**src/rtl/bit_rev_reorder_pkg.sv**
```systemverilog
// Shared types and helpers for the FFT output reorder stage.
package bit_rev_reorder_pkg;

    // Read-side sequencer states
    typedef enum logic {
        S_IDLE = 1'b0,
        S_READ = 1'b1
    } rd_state_t;

    // Reverse the n LSBs of k; same index mapping as the R2SDF shuffle generator.
    function automatic logic [31:0] rev_bit(input logic [31:0] k, input int n);
        logic [31:0] r;
        logic [31:0] x;
        r = '0;
        x = k;
        for (int i = 0; i < n; i++) begin
            r = {r[30:0], x[0]};
            x = x >> 1;
        end
        return r;
    endfunction

endpackage

```
**src/rtl/bit_rev_reorder_ram.sv**
```systemverilog
// Ping-pong frame store: two banks of 2^N complex samples, sync write, async read.
module reorder_ram
    import bit_rev_reorder_pkg::*;
#(
    parameter int N  = 3,
    parameter int CW = 32
) (
    input  logic          clk,
    input  logic          we,
    input  logic [N:0]    wa,
    input  logic [CW-1:0] wd,
    input  logic [N:0]    ra,
    output logic [CW-1:0] rd
);

    logic [CW-1:0] mem [2**(N+1)];

    // Write port; address MSB selects the bank
    always_ff @(posedge clk) begin
        if (we)
            mem[wa] <= wd;
    end

    assign rd = mem[ra];

endmodule

```
**src/rtl/bit_rev_reorder.sv**
```systemverilog
// Converts bit-reversed FFT frames into natural bin order via a ping-pong buffer.
module bit_rev_reorder
    import bit_rev_reorder_pkg::*;
#(
    parameter int N  = 3,
    parameter int DW = 16
) (
    input  logic          clk,
    input  logic          rst_n,
    input  logic          in_valid,
    input  logic [DW-1:0] in_re,
    input  logic [DW-1:0] in_im,
    output logic          out_valid,
    output logic [DW-1:0] out_re,
    output logic [DW-1:0] out_im,
    output logic          out_sof,
    output logic [N-1:0]  out_idx
);

    localparam int CW = 2 * DW;

    // Write side
    logic [N-1:0] wr_cnt;
    logic         wr_bank;
    logic         wr_done;
    logic [1:0]   set_full;

    // Bank handshake and read side
    logic [1:0]   bank_full;
    logic [1:0]   clr_full;
    rd_state_t    st, st_nxt;
    logic         rd_bank, rd_bank_nxt;
    logic [N-1:0] rd_cnt, rd_cnt_nxt;
    logic         other;
    logic         issue;

    logic [31:0]  rev_full;
    logic         unused_rev_hi;
    logic [CW-1:0] rd_data;

    assign wr_done  = in_valid && (wr_cnt == '1);
    assign set_full = wr_done ? (2'b01 << wr_bank) : 2'b00;
    assign other    = ~rd_bank;

    // Natural bin rd_cnt lives at stream position rev(rd_cnt)
    assign rev_full      = rev_bit(32'(rd_cnt), N);
    assign unused_rev_hi = ^rev_full[31:N];

    reorder_ram #(.N(N), .CW(CW)) u_ram (
        .clk (clk),
        .we  (in_valid),
        .wa  ({wr_bank, wr_cnt}),
        .wd  ({in_re, in_im}),
        .ra  ({rd_bank, rev_full[N-1:0]}),
        .rd  (rd_data)
    );

    // Write counter; bank flips on the edge that stores the last sample of a frame
    always_ff @(posedge clk or negedge rst_n) begin
        if (!rst_n) begin
            wr_cnt  <= '0;
            wr_bank <= 1'b0;
        end else if (in_valid) begin
            wr_cnt <= wr_cnt + 1'b1;
            if (wr_done)
                wr_bank <= ~wr_bank;
        end
    end

    // Full flags: writer sets on frame completion, reader clears when it claims a bank
    always_ff @(posedge clk or negedge rst_n) begin
        if (!rst_n)
            bank_full <= 2'b00;
        else
            bank_full <= (bank_full & ~clr_full) | set_full;
    end

    // Read sequencer state register
    always_ff @(posedge clk or negedge rst_n) begin
        if (!rst_n) begin
            st      <= S_IDLE;
            rd_bank <= 1'b0;
            rd_cnt  <= '0;
        end else begin
            st      <= st_nxt;
            rd_bank <= rd_bank_nxt;
            rd_cnt  <= rd_cnt_nxt;
        end
    end

    // Next-state: idle reads bin 0 as soon as the expected bank is full, so
    // bin 0 leaves one edge after the frame's last write. rd_cnt is always 0
    // in idle because a read pass ends by wrapping it.
    always_comb begin
        st_nxt      = st;
        rd_bank_nxt = rd_bank;
        rd_cnt_nxt  = rd_cnt;
        clr_full    = 2'b00;
        issue       = 1'b0;
        unique case (st)
            S_IDLE: begin
                if (bank_full[rd_bank]) begin
                    issue             = 1'b1;
                    clr_full[rd_bank] = 1'b1;
                    rd_cnt_nxt        = rd_cnt + 1'b1;
                    st_nxt            = S_READ;
                end
            end
            S_READ: begin
                issue      = 1'b1;
                rd_cnt_nxt = rd_cnt + 1'b1;
                if (rd_cnt == '1) begin
                    rd_bank_nxt = other;
                    if (bank_full[other])
                        clr_full[other] = 1'b1;
                    else
                        st_nxt = S_IDLE;
                end
            end
            default: st_nxt = S_IDLE;
        endcase
    end

    // Output register; data and index hold while idle
    always_ff @(posedge clk or negedge rst_n) begin
        if (!rst_n) begin
            out_valid <= 1'b0;
            out_sof   <= 1'b0;
            out_idx   <= '0;
            out_re    <= '0;
            out_im    <= '0;
        end else if (issue) begin
            out_valid <= 1'b1;
            out_sof   <= (rd_cnt == '0);
            out_idx   <= rd_cnt;
            out_re    <= rd_data[CW-1:DW];
            out_im    <= rd_data[DW-1:0];
        end else begin
            out_valid <= 1'b0;
            out_sof   <= 1'b0;
        end
    end

endmodule

```
**config.mk**
```make
export PLATFORM = sky130hd
export DESIGN_NAME = bit_rev_reorder
export DESIGN_NICKNAME = d
export VERILOG_FILES = /design/src/rtl/bit_rev_reorder_pkg.sv /design/src/rtl/bit_rev_reorder_ram.sv /design/src/rtl/bit_rev_reorder.sv
export SDC_FILE = /design/constraint.sdc
export NUM_CORES = 1
export LEC_CHECK = 0
export BUFFER_PORTS_ARGS = -buffer_cell sky130_fd_sc_hd__buf_2
export CELL_PAD_IN_SITES_DETAIL_PLACEMENT = 1
export CELL_PAD_IN_SITES_GLOBAL_PLACEMENT = 2
export CORE_MARGIN = 5
export CORE_UTILIZATION = 25
export CTS_CLUSTER_SIZE = 24
export DETAILED_ROUTE_END_ITERATION = 8
export GPL_TIMING_DRIVEN = 0
export MAX_ROUTING_LAYER = met4
export PLACE_DENSITY = 0.44
export SYNTH_ARGS = -nofsm -noshare
export SYNTH_HDL_FRONTEND = slang
export SYNTH_SLANG_ARGS = --single-unit
```
**constraint.sdc**
```tcl
create_clock -name clk -period 7.2 [get_ports clk]
set_clock_uncertainty 0.05 [all_clocks]
set_input_delay 1.44 -clock clk [delete_from_list [all_inputs] [get_ports clk]]
set_output_delay 1.44 -clock clk [all_outputs]
set_load 0.1 [all_outputs]
```
==> impl_summary.log <==
[metrics] status: finished, final reports clean
[metrics] Placer Congestion: 0.6718
[metrics] met2 WL post-DR: 30150 um
[metrics] syn_area_per_cell: 22.90 um^2
[metrics] Site Rows: 107
[metrics] root buffer selected by CTS: sky130_fd_sc_hd__clkbuf_16
[metrics] Detailed Route Iter0 Violations: 445
[metrics] IO Count: 72
[metrics] proportion of power drawn by the clock network: 29.2%
[metrics] dominant cells by area after synthesis: sky130_fd_sc_hd__edfxtp_1, sky130_fd_sc_hd__mux4_2, sky130_fd_sc_hd__dfrtp_1
[metrics] clock tree from TritonCTS: built
[metrics] final standard cell utilization of the core: 30.35%
[metrics] post-synthesis instance total: 939
[metrics] number of global-route vias before repair: 11561
[metrics] portion of the post-synthesis area used by sequential elements: 77.10%
[metrics] critical path start-end classification: flip-flop to primary output
[metrics] placement-stage cell area: 23720 um^2
[metrics] sum of routed wire length over all layers: 59170 um
[metrics] commonest non-fill, non-tap cell in the layout: sky130_fd_sc_hd__edfxtp_1
[metrics] crit path launch type: flip-flop
[metrics] post-DR vias/cell: 4.387
[metrics] Unique masters post-synth: 37
[metrics] number of I/O port buffers: 71
[metrics] first-pass detailed-route iteration total: 4
[metrics] clock edge transition at the registers on the reported setup and hold paths: 0.06 ns
[metrics] H-tree lvl count: 3
[metrics] cell family contributing the most delay on the critical path: buffers and inverters
[metrics] share of the synthesized area in the top cell type: 71.51%
[metrics] clock buffer depth: 3
[metrics] worst slew margin relative to its limit: 43.67%
[metrics] clk sinks: 560
[metrics] syn_nets: 982
[metrics] count of final hold-check violations: 0
[metrics] clock latency on the worst-skew pair: 0.60 ns
[metrics] Comb pwr share: 34.8%
[metrics] master of the slowest instance on the critical path: sky130_fd_sc_hd__buf_2
[metrics] highest routed metal layer: met4
[metrics] overall die area: 91960 um^2
[metrics] final worst-path cycle share: 42.39%
[metrics] final setup violation count: 0
[metrics] HP Class: flip-flop to flip-flop
[metrics] final design area excluding fillers: 25880 um^2
[metrics] power density over the cells: 446.9 nW/um^2
[metrics] floorplan die width: 303.3 um
[metrics] placed wire-length estimate: 37910 um
[metrics] power spent charging and discharging nets: 4.126 mW
[metrics] Die Ht: 303.3 um
[metrics] number of buffer and inverter stages on the critical path: 1
[metrics] fraction of final layout cells with drive strength greater than 1: 36.02%
[metrics] clock period minus worst slack: 3.052 ns
[metrics] Area Growth Syn to Fin: 20.40%
[metrics] list of cells traversed by the critical path: buf_2
[metrics] maximum clock rate: 0.3276 GHz
[metrics] total congestion overflow: 0
[metrics] wire length on met3: 2264 um
[metrics] P_int: 7.443 mW
[metrics] crit path capture type: primary output
[metrics] hold-fix buffers at CTS: 0
[metrics] core area: 85280 um^2
[metrics] Final Slew Violations: 0
[metrics] post-CTS resize count: 0
[metrics] commonest cells after routing, fill and taps aside: sky130_fd_sc_hd__edfxtp_1, sky130_fd_sc_hd__mux4_2, sky130_fd_sc_hd__buf_2
[metrics] final net count: 1144
[metrics] Worst EP required: 5.71 ns
[metrics] post-synth design cell area: 21500 um^2
[metrics] share of total power in sequential cells: 36.0%
[metrics] Data arrival, critical path: 1.56 ns
[metrics] library cell occupying the most area in the post-synthesis netlist: sky130_fd_sc_hd__edfxtp_1
[metrics] per-cell routed wire length: 25.76 um
[metrics] maxcap violations: 0
[metrics] leakage power figure: 8.317 nW
[metrics] DRC violation count after routing: 0
[metrics] maximum cell stage delay along the critical path: 0.49 ns
[metrics] count of warnings emitted by yosys: 0
[metrics] routed length on met1: 25820 um
[metrics] CTS buffer count: 66
[metrics] largest net degree at the start of global routing: 49
[metrics] PnR Total Power: 11.57 mW
[metrics] switching portion of total power: 35.66%
[metrics] setup repair bufs after CTS: 0
[metrics] total routing resource utilization after global routing: 13.45%
[metrics] number of storage elements in the synthesis netlist: 560
[metrics] number of nets still failing antenna checks after routing: 0
[metrics] wire length of the first global-routing pass: 85370 um
[metrics] hold_ws: 0.4425 ns
[metrics] Peak VDD IR: 0.1872 mV
[metrics] setup repair after global routing missed its margin: no
[metrics] Crit Path Max Fanout: 2
[metrics] pin slew with the least headroom to its limit: 0.8449 ns
[metrics] via count of the routed design: 10078
[metrics] antenna violations before repair: 1
[metrics] initial core utilization: 25.21%
-- final timing paths --
check	depth (start not counted)	slack, ns	endpoint	from
max in group asynchronous	2	6.01	out_re[13]	rst_n
min in group asynchronous	2	0.80	out_im[14]	rst_n
min reg2reg	1	0.44	out_idx[1]	out_idx[1]
max reg2reg	5	4.86	u_ram.mem[10][0]	wr_bank
min	1	0.44	out_idx[1]	out_idx[1]
max	1	4.15	out_re[1]	out_re[1]
-- state kept, by name (all words and copies together), names as in the netlist --
register   flops
wr_bank        1
out_im        16
bank_full      2
out_idx        3
out_re        16
rd_bank        1
wr_cnt         3
st             1
out_valid      1
u_ram.mem    512
rd_cnt         3
out_sof        1
-- synth_stat cells --
master and instances:
sky130_fd_sc_hd__a21o_1 1, sky130_fd_sc_hd__a221oi_1 1, sky130_fd_sc_hd__a221oi_2 31, sky130_fd_sc_hd__a31oi_1 1, sky130_fd_sc_hd__and2_1 9, sky130_fd_sc_hd__and3_1 5
sky130_fd_sc_hd__buf_1 1, sky130_fd_sc_hd__buf_12 3, sky130_fd_sc_hd__buf_2 29, sky130_fd_sc_hd__buf_4 2, sky130_fd_sc_hd__buf_6 6, sky130_fd_sc_hd__buf_8 2
sky130_fd_sc_hd__clkbuf_1 11, sky130_fd_sc_hd__clkbuf_4 2, sky130_fd_sc_hd__dfrtp_1 48, sky130_fd_sc_hd__edfxtp_1 512, sky130_fd_sc_hd__ha_1 8, sky130_fd_sc_hd__inv_1 6
sky130_fd_sc_hd__inv_2 1, sky130_fd_sc_hd__mux2_2 4, sky130_fd_sc_hd__mux2_4 1, sky130_fd_sc_hd__mux2i_1 33, sky130_fd_sc_hd__mux4_2 128, sky130_fd_sc_hd__nand2_1 5
sky130_fd_sc_hd__nand2b_1 1, sky130_fd_sc_hd__nand3_1 1, sky130_fd_sc_hd__nor2_1 5, sky130_fd_sc_hd__nor2_8 1, sky130_fd_sc_hd__nor3_1 34, sky130_fd_sc_hd__nor3b_1 1
sky130_fd_sc_hd__o21a_1 2, sky130_fd_sc_hd__o21ai_0 6, sky130_fd_sc_hd__o22ai_1 28, sky130_fd_sc_hd__o22ai_2 5, sky130_fd_sc_hd__or2_2 1, sky130_fd_sc_hd__xnor2_1 3
sky130_fd_sc_hd__xor2_1 1
-- power by group through the flow --
stage               clock, mW  combinational (mW)  sequential, mW
finish                   3.38                4.02            4.16
CTS                      3.51                4.17            4.17
floorplan                   0                2.17            4.90
detailed placement          0                4.16            4.24
global placement            0                4.06            4.25
global route             3.63                4.31            4.20
-- layer usage --
layer  vias to the layer above  GRT usage [%]
met1                      5505          17.00
met2                       172          22.65
met5                         -              -
met3                        70          2.418
met4                         0          3.266
li1                       4331              -
-- per-stage QoR --
step,TNS [ns],std cells,setup WS (ns)
3_5_place_dp,0,2177,3.606
3_3_place_gp,-53.58,2154,-0.8925
2_1_floorplan,0,939,2.684
4_1_cts,0,2296,4.115
5_1_grt,0,2297,4.118
6_report,0,2297,4.148
-- kinds of logic (layout without fill, tap and decap cells) --
logic type / Yosys count / in the layout / share of synthesized area (%)
DFF: 560 / 560 / 77.10
buffers and inverters: 63 / 276 / 1.880
AOI/OAI and AO/OA: 75 / 75 / 3.585
and+or+nand+nor: 63 / 63 / 1.583
muxes: 166 / 166 / 15.22
xor gates and xnor gates: 4 / 4 / 0.1630
adders and majority gates: 8 / 8 / 0.4656
other: 0 / 1 / 0
-- area by class of cell --
class	count	area, um^2
sequential	560	16580
tap	1144	1431
fill	8530	59400
buffer	56	377.9
clock buffer	91	1797
multi-input combinational	316	4559
inverter	7	26.28
antenna	1	2.502
clock inverter	28	362.8
timing repair buffer	94	752.0
Note: power is estimated with default switching activity, not from simulation.
